File: src/rtl/rsbus_slot_arbiter.sv
// rsbus_slot_arbiter: shares empty ring frame slots round-robin between NREQ local requesters.
// Define RSBUS_SLOT_ARB_PRIO_EN to give requester 0 strict priority over the rotation.
module rsbus_slot_arbiter #(
    parameter int NREQ      = 4,
    parameter int FRAME_LEN = 11
) (
    input  logic               clk,
    input  logic               rst_n,
    input  logic               i_sof,
    input  logic [11:0]        i_ctrl,
    input  logic [71:0]        i_bus,
    input  logic [NREQ-1:0]    req_valid,
    input  logic [NREQ*12-1:0] req_ctrl,
    input  logic [NREQ*72-1:0] req_bus,
    output logic [NREQ-1:0]    req_rd,
    output logic [NREQ-1:0]    req_done,
    output logic [NREQ-1:0]    req_abort,
    output logic               o_sof,
    output logic [11:0]        o_ctrl,
    output logic [71:0]        o_bus,
    output logic               o_err
);
    localparam int PW = (NREQ > 1) ? $clog2(NREQ) : 1;
    localparam logic [3:0] LAST = 4'(FRAME_LEN - 1);

    typedef enum logic [1:0] {SYNC, PASS, INSERT} state_t;

    state_t          state, state_nx;
    logic [3:0]      word_cnt, idx;
    logic [PW-1:0]   rr_ptr, rr_nx, gnt, gnt_nx, pick, gnt_inc;
    logic            grant, misalign;
    logic [NREQ-1:0] rd, done, abort;
    logic [11:0]     ctrl_d;
    logic [71:0]     bus_d;

    // word_cnt holds the previous word's slot index; idx is the current word's
    assign idx      = i_sof ? 4'd0 : ((word_cnt == LAST) ? LAST : word_cnt + 4'd1);
    assign misalign = (state != SYNC) && (i_sof ? (word_cnt != LAST) : (word_cnt == LAST));
    assign grant    = i_sof && !i_ctrl[11] && (|req_valid);
    assign gnt_inc  = (gnt == PW'(NREQ - 1)) ? '0 : gnt + 1'b1;

    // descending scan so the lowest offset from rr_ptr wins
    always_comb begin
        pick = '0;
        for (int k = NREQ - 1; k >= 0; k--)
            if (req_valid[(int'(rr_ptr) + k) % NREQ]) pick = PW'((int'(rr_ptr) + k) % NREQ);
`ifdef RSBUS_SLOT_ARB_PRIO_EN
        if (req_valid[0]) pick = '0;
`endif
    end

    always_comb begin
        state_nx = state;
        gnt_nx   = gnt;
        rr_nx    = rr_ptr;
        rd       = '0;
        done     = '0;
        abort    = '0;
        ctrl_d   = i_ctrl;
        bus_d    = i_bus;
        if (state == INSERT && i_sof) abort[gnt] = 1'b1;
        if (i_sof) begin
            state_nx = grant ? INSERT : PASS;
            gnt_nx   = pick;
            if (grant) begin
                rd[pick] = 1'b1;
                ctrl_d   = req_ctrl[int'(pick)*12 +: 12];
                ctrl_d[11] = 1'b1;
                bus_d    = req_bus[int'(pick)*72 +: 72];
            end
        end else if (state == INSERT) begin
            rd[gnt] = 1'b1;
            ctrl_d  = req_ctrl[int'(gnt)*12 +: 12];
            bus_d   = req_bus[int'(gnt)*72 +: 72];
            if (idx == LAST) begin
                done[gnt] = 1'b1;
                state_nx  = PASS;
`ifdef RSBUS_SLOT_ARB_PRIO_EN
                if (gnt != '0) rr_nx = gnt_inc;
`else
                rr_nx = gnt_inc;
`endif
            end
        end
    end

    // strobes are combinational so a reset clears them at once
    assign req_rd    = rst_n ? rd : '0;
    assign req_done  = rst_n ? done : '0;
    assign req_abort = rst_n ? abort : '0;

    always_ff @(posedge clk or negedge rst_n) begin
        if (!rst_n) begin
            state    <= SYNC;
            word_cnt <= '0;
            rr_ptr   <= '0;
            gnt      <= '0;
            o_sof    <= 1'b0;
            o_ctrl   <= '0;
            o_bus    <= '0;
            o_err    <= 1'b0;
        end else begin
            state    <= state_nx;
            word_cnt <= idx;
            rr_ptr   <= rr_nx;
            gnt      <= gnt_nx;
            o_sof    <= i_sof;
            o_ctrl   <= ctrl_d;
            o_bus    <= bus_d;
            o_err    <= o_err | misalign;
        end
    end
endmodule

File: config.mk
export PLATFORM = sky130hd
export DESIGN_NAME = rsbus_slot_arbiter
export DESIGN_NICKNAME = d
export VERILOG_FILES = /design/src/rtl/rsbus_slot_arbiter.sv
export SDC_FILE = /design/constraint.sdc
export NUM_CORES = 1
export LEC_CHECK = 0
export ABC_AREA = 0
export CELL_PAD_IN_SITES_DETAIL_PLACEMENT = 1
export CELL_PAD_IN_SITES_GLOBAL_PLACEMENT = 1
export CORE_AREA = 4 4 204 206
export CTS_CLUSTER_DIAMETER = 200
export DETAILED_ROUTE_END_ITERATION = 10
export DIE_AREA = 0 0 208 210
export PLACE_DENSITY_LB_ADDON = 0.1
export SLEW_MARGIN = 20
export SYNTH_ARGS = -nofsm -noshare
export SYNTH_HDL_FRONTEND = slang
export SYNTH_SLANG_ARGS = --single-unit
File: constraint.sdc
create_clock -name clk -period 5.3 [get_ports clk]
set_input_delay 1.06 -clock clk [delete_from_list [all_inputs] [get_ports clk]]
set_output_delay 1.06 -clock clk [all_outputs]
set_load 0.02 [all_outputs]
==> results.toml <==
[yosys]
ys_top_cells_by_area = "dfrtp_1 (29%), mux4_2 (23%), a221oi_1 (8.9%)"
synthCells = 860
netlist_top_cells_count = "nand2_1 (171), o21ai_1 (107), dfrtp_1 (96)"
yosysUniqueCellTypes = 46
yosys_register_bits = 96
synth_edf_count = 0
yosys_warnings = 0
synthFlopType = "dfrtp_1"
synth_nets = 1293
synth_top_area_share = 0.294
synth.most_common_cell = "nand2_1"
synth_area_leader_cell = "dfrtp_1"
async_flop_share = 1.00
synth.yosys.seq_area_share = 0.294
syn_area_per_cell_sq_um = 9.50
syn-cell-area_sq_um = 8170

[timing]
finalCritPeriodShare = 0.831
hold_viol_final = 0
slew_viol_final = 0
slew_headroom = 0.345
worstMarginPinSlew_ns = 0.983
finalSetupTns_ns = 0
grt_setup_unrepaired = "no"
layout_setup_ws_ns = 0.896
fmax_mhz = 227
fin_skew_ns = 0.00959
post-route-min-period_ns = 4.40
setup_viol = 0

[min_path]
hold_class = "register to register"

[final_layout]
final_cell_area_sq_um = 14100
layout-drive-gt1-share = 0.0997
n_fill_cell = 4568
syn_to_final_growth_pct = 72.6
finish.utilization = 0.356
final_nets = 1753

[setup_path]
path_max_fanout = 8
worstSetupPathType = "input pin to primary output"
crit_cells = 6
start_kind = "input pin"
slowest_delay_ns = 0.63
rr_endpoint = "o_bus[59]"
path_common_cell = "clkdlybuf4s50_1"
cp-startpoint = "req_valid[1]"
crit_chain = "clkdlybuf4s50_1 > or4_4 > and2_4 > a22oi_1 > nor2b_1 > clkdlybuf4s50_1"
worst-path-buf-inv = 2
critPathSlowestCell = "or4_4"
critPathTopFamily = "buffers and inverters"
crit_path_end = "req_rd[3]"
worstPathArrival_ns = 3.34
worstPathRequired_ns = 4.24
r2r_start = "gnt[1]"
r2r_setup_slack_ns = 2.47
worst_r2r_path_depth = 6
critical_path.endpoint_type = "primary output"

[global_route]
grt_pass1_wl_microns = 72200
grtUsageTotal = 0.217
grt_max_degree = 57
grt_pass1_vias = 10400
overflow = 0
grt_antenna_before_repair = 17

[power_and_ir_drop]
power_density_nw_per_um2 = 190
ir_drop_mv = 0.124
finalPower_uw = 2680
p_leak_uw = 0.00502

[routing]
via_per_inst = 5.28
vias = 9824
firstDrtPassIters = 5
drc = 0
wl_per_cell_microns = 26.7
wl_microns = 49800
drt_iter0_markers = 631
ant_nets = 0

[clock_network]
numCtsBuffers = 9
htree_levels = 3
hold_buffers = 0
post_cts_resized = 0
cts_root_buf = "clkbuf_16"
ctsLongestPathBuffers = 2
tritoncts = "done"
cts.reportedPaths.clkPinSlew_ns = 0.07
clkSinkCount = 96
clock_latency_ns = 0.37
post_cts_buffers = 0

[floorplan]
initial_core_util = 0.206
die_w_microns = 208
core_area_sq_um = 39600
die_h_microns = 210
ios = 525
rows = 73
dieArea_sq_um = 43700

[outcome]
outcome = "completed"

[placed_design]
postPlaceCellArea_sq_um = 13800
place_ws_ns = 0.813
dp_hpwl_microns = 35500
port_buffers = 524
gp_congestion = 0.817

[flow_run]
cap_violations = 0
==> worst min-delay path by stage <==
| stage | from | to | slack (ns) | depth (start not counted) |
|---|---|---|---|---|
| 6_report | o_err | o_err | 0.50 | 1 |
| 5_1_grt | o_err | o_err | 0.54 | 1 |
| 4_1_cts | o_err | o_err | 0.51 | 1 |
| 3_5_place_dp | o_err | o_err | 0.49 | 1 |
| 3_3_place_gp | o_err | o_err | 0.46 | 1 |
| 2_1_floorplan | word_cnt[0] | word_cnt[0] | 0.47 | 1 |
==> worst register-to-register path, cell delays in order (launching register included) <==
cell	delay, ns
dfrtp_4	0.96
buf_4	0.77
mux4_2	0.44
nand2_1	0.08
o21ai_1	0.07
a221oi_1	0.23
o21ai_1	0.15
==> area by class of cell <==
| class | count | area, sq um | share of cell area |
|---|---|---|---|
| Clock buffer | 15 | 268 | 0.0190 |
| Sequential cell | 96 | 2410 | 0.171 |
| Multi-Input combinational cell | 662 | 5300 | 0.376 |
| Antenna cell | 13 | 32.5 | 0.00231 |
| Tap cell | 525 | 657 | 0.0466 |
| Inverter | 4 | 15.0 | 0.00106 |
| Timing Repair Buffer | 547 | 5430 | 0.385 |
==> routing by layer <==
| layer | GRT usage | vias to the layer above | wire length, microns |
|---|---|---|---|
| li1 | - | 4322 | - |
| met1 | 0.269 | 4977 | 19900 |
| met2 | 0.362 | 466 | 24400 |
| met3 | 0.0722 | 49 | 4460 |
| met4 | 0.0689 | 10 | 1040 |
| met5 | 0 | - | 71 |
==> cells in the final DEF, fill, tap and decap left out, drive strengths merged, types with 6 or more instances in the layout <==
master           n
a22oi           87
nand2          171
nor2            10
dfrtp           96
clkbuf          15
nor2b            7
buf             24
diode           13
o21ai          169
a221oi          83
mux4            84
ha               6
clkdlybuf4s50  523
==> sequential cells by signal, summed over array words and instances, names as in the netlist <==
name	flops
word_cnt	4
gnt	2
state	2
o_err	1
rr_ptr	2
o_bus	72
o_sof	1
o_ctrl	12
==> power breakdown <==
part / total (uW) / switching (uW) / internal, uW
sequential: 856 / 44.7 / 811
clock: 665 / 321 / 344
combinational: 1160 / 512 / 650
total: 2680 / 877 / 1810
==> logic make-up after synthesis <==
group,synth area share
AOI/OAI and AO/OA,0.288
xor gates and xnor gates,0.00322
adders and majority gates,0.00918
DFF,0.294
buffers and inverters,0.0631
muxes,0.235
and+or+nand+nor,0.107
==> per-stage QoR <==
step | hold slack [ns] | std cells
2_1_floorplan | 0.468 | 860
6_report | 0.499 | 1862
3_5_place_dp | 0.487 | 1834
4_1_cts | 0.512 | 1849
3_3_place_gp | 0.463 | 1834
5_1_grt | 0.541 | 1857
Note: power is estimated with default switching activity, not from simulation.
